[src/rtl/zx_line_doubler.sv]
// ZX Spectrum scandoubler: captures RGBI lines at 7 MHz into a ping-pong buffer and
// replays each one twice at 14 MHz as RGB222 with regenerated syncs and lock detection.
module zx_line_doubler #(
  parameter int unsigned LINE_CLKS   = 896,
  parameter int unsigned CAP_START   = 64,
  parameter int unsigned ACTIVE_W    = 312,
  parameter int unsigned H_START     = 89,
  parameter int unsigned HSYNC_START = 10,
  parameter int unsigned HSYNC_WIDTH = 52,
  parameter int unsigned V_START     = 109,
  parameter int unsigned VSYNC_START = 74,
  parameter int unsigned VSYNC_LINES = 2,
  parameter int unsigned LOCK_LINES  = 4,
  parameter int unsigned TOL         = 8
) (
  input  logic       ZX_14M,
  input  logic       RESET_N,
  input  logic       ZX_R,
  input  logic       ZX_G,
  input  logic       ZX_B,
  input  logic       ZX_I,
  input  logic       ZX_HSYNC,
  input  logic       ZX_VSYNC,
  input  logic       SCANLINE,
  output logic [1:0] VGA_R,
  output logic [1:0] VGA_G,
  output logic [1:0] VGA_B,
  output logic       VGA_HSYNC,
  output logic       VGA_VSYNC,
  output logic       LOCKED
);

  localparam int unsigned AW = (ACTIVE_W > 1) ? $clog2(ACTIVE_W) : 1;
  localparam int unsigned CW = $clog2(LOCK_LINES + 1);

  localparam logic [9:0]    HalfLine = 10'(LINE_CLKS / 2);
  localparam logic [9:0]    LastH    = 10'(LINE_CLKS - 1);
  localparam logic [9:0]    GoodMin  = 10'(LINE_CLKS - 1 - TOL);
  localparam logic [9:0]    CapStart = 10'(CAP_START);
  localparam logic [9:0]    CapLen   = 10'(2 * ACTIVE_W);
  localparam logic [9:0]    HStart   = 10'(H_START);
  localparam logic [9:0]    ActW     = 10'(ACTIVE_W);
  localparam logic [9:0]    HsStart  = 10'(HSYNC_START);
  localparam logic [9:0]    HsEnd    = 10'(HSYNC_START + HSYNC_WIDTH);
  localparam logic [9:0]    VStart   = 10'(V_START);
  localparam logic [9:0]    VsStart  = 10'(VSYNC_START);
  localparam logic [9:0]    VsEnd    = 10'(VSYNC_START + VSYNC_LINES);
  localparam logic [CW-1:0] LockMax  = CW'(LOCK_LINES);

  // [0] first sync flop, [1] second sync flop, [2] previous synchronised value
  logic [2:0] hs_sync_q, vs_sync_q;
  logic       hs_fall, vs_fall;

  always_ff @(posedge ZX_14M or negedge RESET_N) begin
    if (!RESET_N) begin
      hs_sync_q <= '1;
      vs_sync_q <= '1;
    end else begin
      hs_sync_q <= {hs_sync_q[1:0], ZX_HSYNC};
      vs_sync_q <= {vs_sync_q[1:0], ZX_VSYNC};
    end
  end

  assign hs_fall = hs_sync_q[2] & ~hs_sync_q[1];
  assign vs_fall = vs_sync_q[2] & ~vs_sync_q[1];

  // Line position, lock tracking, bank select and vertical position
  logic [9:0]    zx_h_q, zx_h_d;
  logic [9:0]    vga_v_q, vga_v_d;
  logic [CW-1:0] good_q, good_d;
  logic          wr_bank_q, vsync_pend_q, vsync_pend_d;
  logic          miss, vga_wrap, half, locked;
  logic [9:0]    vga_h;

  always_comb begin
    zx_h_d = zx_h_q + 10'd1;
    miss   = 1'b0;
    if (hs_fall) begin
      zx_h_d = '0;
    end else if (zx_h_q == LastH) begin
      zx_h_d = '0;
      miss   = 1'b1;
    end
  end

  always_comb begin
    good_d = good_q;
    if (hs_fall) begin
      if (zx_h_q >= GoodMin) begin
        good_d = (good_q == LockMax) ? good_q : good_q + CW'(1);
      end else begin
        good_d = '0;
      end
    end else if (miss) begin
      good_d = '0;
    end
  end

  // A new VGA line starts whenever the next position lands on either half boundary
  assign vga_wrap = (zx_h_d == '0) || (zx_h_d == HalfLine);

  always_comb begin
    vga_v_d      = vga_v_q;
    vsync_pend_d = vs_fall | (vsync_pend_q & ~hs_fall);
    if (hs_fall && vsync_pend_q) begin
      vga_v_d = '0;
    end else if (vga_wrap && (vga_v_q != '1)) begin
      vga_v_d = vga_v_q + 10'd1;
    end
  end

  always_ff @(posedge ZX_14M or negedge RESET_N) begin
    if (!RESET_N) begin
      zx_h_q       <= '0;
      vga_v_q      <= '0;
      good_q       <= '0;
      wr_bank_q    <= 1'b0;
      vsync_pend_q <= 1'b0;
    end else begin
      zx_h_q       <= zx_h_d;
      vga_v_q      <= vga_v_d;
      good_q       <= good_d;
      wr_bank_q    <= wr_bank_q ^ hs_fall;
      vsync_pend_q <= vsync_pend_d;
    end
  end

  assign locked = (good_q == LockMax);
  assign LOCKED = locked;
  assign half   = (zx_h_q >= HalfLine);
  assign vga_h  = half ? (zx_h_q - HalfLine) : zx_h_q;

  // Offsets wrap below the window start, so one unsigned compare bounds both ends
  logic [9:0]    cap_off, rd_off;
  logic          cap_en, in_win;
  logic [AW-1:0] wr_addr, rd_addr;
  logic [3:0]    pix, rd_q;
  logic [3:0]    buf_mem [2][ACTIVE_W];

  assign cap_off = zx_h_q - CapStart;
  assign cap_en  = zx_h_q[0] & (cap_off < CapLen);
  assign wr_addr = cap_off[AW:1];
  assign rd_off  = vga_h - HStart;
  assign in_win  = (rd_off < ActW);
  assign rd_addr = rd_off[AW-1:0];
  assign pix     = {ZX_R, ZX_G, ZX_B, ZX_I};

  always_ff @(posedge ZX_14M) begin
    if (cap_en) begin
      buf_mem[wr_bank_q][wr_addr] <= pix;
    end
    if (in_win) begin
      rd_q <= buf_mem[~wr_bank_q][rd_addr];
    end
  end

  // Stage 0 decode, stage 1 alongside the buffer read, stage 2 drives the pins
  logic act0, dim0, hs0, vs0;
  logic act1_q, dim1_q, hs1_q, vs1_q;
  logic ilv;

  assign act0 = locked & (vga_v_q >= VStart) & in_win;
  assign dim0 = SCANLINE & half;
  assign hs0  = ~((vga_h >= HsStart) && (vga_h < HsEnd));
  assign vs0  = ~((vga_v_q >= VsStart) && (vga_v_q < VsEnd));
  assign ilv  = rd_q[0] & ~dim1_q;

  always_ff @(posedge ZX_14M or negedge RESET_N) begin
    if (!RESET_N) begin
      act1_q    <= 1'b0;
      dim1_q    <= 1'b0;
      hs1_q     <= 1'b1;
      vs1_q     <= 1'b1;
      VGA_R     <= 2'b00;
      VGA_G     <= 2'b00;
      VGA_B     <= 2'b00;
      VGA_HSYNC <= 1'b1;
      VGA_VSYNC <= 1'b1;
    end else begin
      act1_q    <= act0;
      dim1_q    <= dim0;
      hs1_q     <= hs0;
      vs1_q     <= vs0;
      VGA_R     <= act1_q ? {rd_q[3], ilv} : 2'b00;
      VGA_G     <= act1_q ? {rd_q[2], ilv} : 2'b00;
      VGA_B     <= act1_q ? {rd_q[1], ilv} : 2'b00;
      VGA_HSYNC <= hs1_q;
      VGA_VSYNC <= vs1_q;
    end
  end

endmodule

[config.mk]
export PLATFORM = sky130hd
export DESIGN_NAME = zx_line_doubler
export DESIGN_NICKNAME = d
export VERILOG_FILES = /design/src/rtl/zx_line_doubler.sv
export SDC_FILE = /design/constraint.sdc
export NUM_CORES = 2
export LEC_CHECK = 0
export BUFFER_PORTS_ARGS = -buffer_cell sky130_fd_sc_hd__buf_2
export CORE_MARGIN = 3
export CORE_UTILIZATION = 40
export CTS_CLUSTER_DIAMETER = 150
export DETAILED_ROUTE_END_ITERATION = 10
export PLACE_DENSITY_LB_ADDON = 0.12
export SLEW_MARGIN = 0
export SYNTH_ARGS = -nofsm -noshare
export SYNTH_HDL_FRONTEND = slang
export SYNTH_SLANG_ARGS = --single-unit
[constraint.sdc]
create_clock -name ZX_14M -period 3.75 [get_ports ZX_14M]
set_input_delay 0.375 -clock ZX_14M [delete_from_list [all_inputs] [get_ports ZX_14M]]
set_output_delay 0.375 -clock ZX_14M [all_outputs]
set_load 0.005 [all_outputs]
* Word-level counts from Yosys, hierarchy flattened
Memories as Yosys holds them, arrays and structs flattened.
Index checks and enable logic that the tools add are counted.
** Storage, ports and cells
- Memories kept :: 1
- Word-level logic and storage cells :: 91
- Register bits :: 47
- Bits of input ports :: 9
- Output and inout port bits :: 9
- RAM bits :: 2496
** Memory list
- buf_mem :: depth 2, bits a word 1248, read ports 1, clocked after Yosys merged registers in 0, wr ports 1, line 138 : logic [3:0] buf_mem [2][ACTIVE_W];
** Operators by class
- Reduce and logical (&&, ||, !) cells :: 10
- Muxes and demuxes :: 21
- Bitwise operators :: 19
- Add/sub/neg operators :: 6
- Equal/unequal tests :: 5
- Order comparisons :: 12
** Operator list (count)
- $mux 1248 :: 1
- $mux 10 :: 5
- $bmux 4 s9 :: 1
- $demux 4 s9 :: 1
- $ge 10x10->1 const B :: 3
- $add 10x1->10 const B :: 2
- $ge 10x7->1 const B :: 2
- $not 9->10 :: 2
- $sub 10x7->10 const B :: 2
- $mux 3 :: 4
- $mux 4 :: 3
- $eq 10x10->1 const B :: 1
- $eq 10x9->1 const B :: 1
- $ge 10x4->1 const B :: 1
- $ge 10x9->1 const B :: 1
- $logic_not 10->1 :: 1
- $lt 10x1->1 const B :: 1
- $lt 10x10->1 const B :: 1
- $lt 10x6->1 const B :: 1
- $lt 10x7->1 const B :: 1
- $lt 10x9->1 const B :: 1
- $ne 10x10->1 const B :: 1
- $sub 10x9->10 const B :: 1
- $and 1x1->1 :: 8
- 12 further kinds :: 27

* Longest topological paths before layout
- Depth after elaboration :: 8
- Mapped depth :: 21
- Mapped depth without buffers :: 10

* Least setup slack after synthesis
OpenSTA, ideal clock, no wires.
- Path type :: flip-flop to flip-flop
- From :: reg zx_h_q[0]
- To :: reg rd_q[0], data pin
- Setup slack :: -0.345 ns
- Clock period less this slack :: 4.095 ns
- Setup time :: 0.263 ns
- Data required time :: 3.487 ns
- Data arrival time :: 3.832 ns
- Stages on the path, launching flop included :: 18
- Path buffers :: 9
- Cells stage by stage :: dfrtp_1 > buf_4 > buf_6 > buf_6 > buf_4 > clkinv_1 > buf_2 > clkbuf_1 > ha_1 > buf_2 > xor2_4 > buf_6 > buf_8 > mux4_2 > a2111oi_0 > a21oi_1 > a211oi_1 > o31ai_1
** On the way
- Cells in the longest elaborated chain, start to end :: 7
- Elaborated cells on any way between the ends :: 8
- Those cells by class :: 2 x add/sub; 1 x order compare; 4 x mux; 1 x bitwise
** RTL lines
- from (decl) :: line 68 : logic [9:0] zx_h_q, zx_h_d;
- from (signal assigned) :: line 120 : zx_h_q <= zx_h_d;
- $sub 10x9->10 or $ge 10x9->1 (tied branches) :: line 131, 130
- $mux 10 (*) :: line 131 : assign vga_h = half ? (zx_h_q - HalfLine) : zx_h_q;
- $sub 10x7->10 (*) :: line 143 : assign rd_off = vga_h - HStart;
- $not 9->10 (*) :: line 153 : rd_q <= buf_mem[~wr_bank_q][rd_addr];
- $bmux 4 s9 (*) :: line 153
- $mux 4 (not written as such) (*) (2 in a row) :: line 153
- to (signal assigned) :: line 153
- to (decl) :: line 137 : logic [3:0] pix, rd_q;
Every way passes the cells marked *; elsewhere a longest branch is shown, timed or not. The select of a mux whose other input is x is not followed.
A chain may end at the register's enable or synchronous reset.

* Final worst setup path
Ends and elaborated chain as after synthesis.

==> summary.txt <==
Synthesis
  • Yosys reg bits: 2,541
  • Avg Cell Area, Syn: 19.6 sq um
  • Register area share after synthesis: 74.7%
  • Number of enable flip-flop cells after synthesis: 2,500
  • Synthesized instance count: 5,208
  • Ys Warns: 0
  • Post-synth top flop: edfxtp_1
  • Post-Synthesis Cell Area: 102,000 sq um
  • Yosys cell types: 83
  • Synth async-reset ratio: 1.61%
  • Syn nets: 5,229

Finish
  • Synth-to-Final Area Change: 15.6%
  • Non-filler instance count after layout: 9,151
  • Fillcell total: 21.4k
  • Commonest non-fill, non-tap cell in the layout: edfxtp_1
  • Finished layout cell area: 118,000 sq um
  • Layout cell share with drive strength beyond 1: 27.5%
  • Nets: 5,624
  • Most frequent cells in the layout: edfxtp_1 (2,500), nor2_1 (690), mux4_2 (655)

Worst hold path
  • Hold Crit Depth: 1
  • WHS Endpoint: buf_mem[1][514]
  • Hold wc startpoint: ZX_G
  • Worst hold path type: in -> reg

Drt
  • Total wire length: 304,000 um
  • DR vias/cell: 5.81
  • DR WL/cell: 33.2 um
  • DR vias: 53.2k
  • Router iterations before antenna repair: 6
  • DRC viols: 0
  • Final ANT Viol Nets: 0
  • DRT iter0 DRCs: 6,138

Place
  • Placed cells: 8,643
  • Placer Congestion: 0.872
  • DP HPWL: 194,000 um
  • Port bufs: 17
  • Post-place instance area: 108,000 sq um

Worst setup path
  • R2R Path Start: zx_h_q[0]
  • Startpoint types: flip-flop
  • CP endpoint kind: flip-flop
  • Worst Setup SP: zx_h_q[0]
  • R2R depth: 13
  • CP required: 4.47 ns
  • Crit path kind: reg -> reg
  • R2R Path End: rd_q[0]
  • Worst Path Arrival: 4.44 ns
  • CP max FO: 6
  • R2R setup slack: 0.04 ns

Pwr
  • Cell Pwr Density: 684 nW/um^2
  • VDD IR max: 0.510 mV
  • P_leak: 36.7 nW

GRT
  • Largest net degree at the start of global routing: 147
  • First-pass GRT wire length: 430,000 um
  • Total track usage: 23.1%
  • Initial antenna violation count: 9
  • Vias in the first global route: 54.1k
  • Grt total ovfl: 0

CTS
  • H-tree levels: 5
  • CTS tree: done
  • Worst skew pair latency: 0.95 ns
  • CTS Buf Count: 288
  • Worst-case clock buffer depth: 4
  • CTS sink cnt: 2,541
  • Clock transition at path regs: 0.07 ns
  • CTS root buffer: clkbuf_16

Floorplan
  • Core Region: 252,000 sq um
  • Die Wd: 511 um
  • Die Height: 511 um
  • Top Ports: 18
  • Die area: 261,000 sq um
  • Rows: 184
  • Starting Density: 40.4%

Timing
  • Final Max Slew Viols: 0
  • Hold Vio Cnt, Final: 0
  • Slew @ Worst Pin: 1.16 ns
  • Rel. slew slack: 22.3%
  • Min Hold Slack: 0.0643 ns
  • Clock period minus worst slack: 3.71 ns
  • Clock Skew: 0.0908 ns
  • Final Cycle Share: 99.1%
  • Fmax: 269 MHz
  • Final setup viols: 0

Job
  • Maximum Capacitance Violations: 0

Status
  • Status: finished, final reports clean
==> worst max-delay path, stage by stage (launching register included) <==
cell,delay [ns]
dfrtp_4,0.53
clkinv_2,0.08
ha_4,0.19
nor2b_1,0.23
or3_1,0.36
nand3_2,0.31
buf_4,0.27
nor3_1,0.45
nor3_1,0.10
buf_4,0.15
a21oi_1,0.32
buf_4,0.20
a211oi_1,0.08
o31ai_1,0.24
==> how the worst max path moves through the flow <==
stage | endpoint | slack [ns]
2_1_floorplan | rd_q[3] | -0.007
5_1_grt | rd_q[3] | -0.01
3_3_place_gp | rd_q[0] | -0.58
4_1_cts | rd_q[2] | -0.09
6_report | rd_q[0] | 0.04
3_5_place_dp | rd_q[0] | -0.56
==> timing repair <==
action,in CTS,in global routing
hold buffers,8,0
gates cloned,0,1
hold endpoints to repair,211,0
setup endpoints to repair,4,5
pin swaps,1,6
buffers inserted,3,6
resized for setup,13,23
==> final cells by class <==
cell class / instances / area [sq um] / share of cell area (%)
inverter: 15 / 60.1 / 0.0510
antenna: 5 / 12.5 / 0.0106
timing repair buffer: 463 / 4700 / 3.99
clock buffer: 352 / 7610 / 6.46
sequential: 2541 / 76100 / 64.7
clock inverter: 133 / 1240 / 1.06
multi-input combinational: 2294 / 23800 / 20.2
tap: 3348 / 4190 / 3.56
==> synth_stat cells, drive strengths merged, types with 17 or more instances <==
cell type	number	area [sq um]
nand2	308	1160
buf	227	1720
dfrtp	31	776
o21ai	39	199
mux4	669	15100
nor2	697	2620
xnor2	17	168
clkbuf	131	492
nor3	35	185
and3	22	138
a21oi	55	287
edfxtp	2500	75100
nand3	85	435
mux2i	85	851
a2111oi	17	149
==> sequential cells by signal, summed over array words and instances, names as in the netlist, 2 cells and up <==
signal     flops
VGA_R          2
buf_mem     2496
good_q         3
hs_sync_q      3
rd_q           4
vga_v_q       10
vs_sync_q      3
zx_h_q        10
==> through the flow <==
| stage | utilization (%) | setup TNS, ns | total power, W | setup WS (ns) |
|---|---|---|---|---|
| finish | 46.7 | 0 | 0.0805 | 0.0351 |
| global route | 46.6 | -0.0146 | 0.0832 | -0.0139 |
| CTS | 46.6 | -0.0858 | 0.0810 | -0.0858 |
| detailed placement | 43.0 | -1.31 | 0.0540 | -0.561 |
| global placement | 43.0 | -1.26 | 0.0540 | -0.583 |
| floorplan | - | -0.0130 | 0.0445 | -0.00686 |
==> report_power, final <==
part	switching [W]	total (W)	internal, W	leakage, nW
combinational	0.0126	0.0222	0.00965	9.42
clock	0.0111	0.0270	0.0159	4.31
sequential	0.0000613	0.0313	0.0312	23.0
==> layer usage <==
layer	GRT usage, %	share of wire (%)
met5	0	0
met4	7.12	3.5
met3	3.86	6.4
met2	37.0	48
met1	32.6	42
==> cells by family (layout without fill, tap and decap cells) <==
group / after synthesis / in the layout / share of synthesized area (%)
xor gates and xnor gates: 30 / 30 / 0.295
other: 0 / 5 / 0
AOI/OAI and AO/OA: 268 / 268 / 1.88
buffers and inverters: 373 / 963 / 2.22
muxes: 763 / 763 / 15.8
DFF: 2541 / 2541 / 74.7
adders and majority gates: 12 / 12 / 0.147
and+or+nand+nor: 1221 / 1221 / 4.95
No activity file was read; power rests on OpenSTA's default activity.
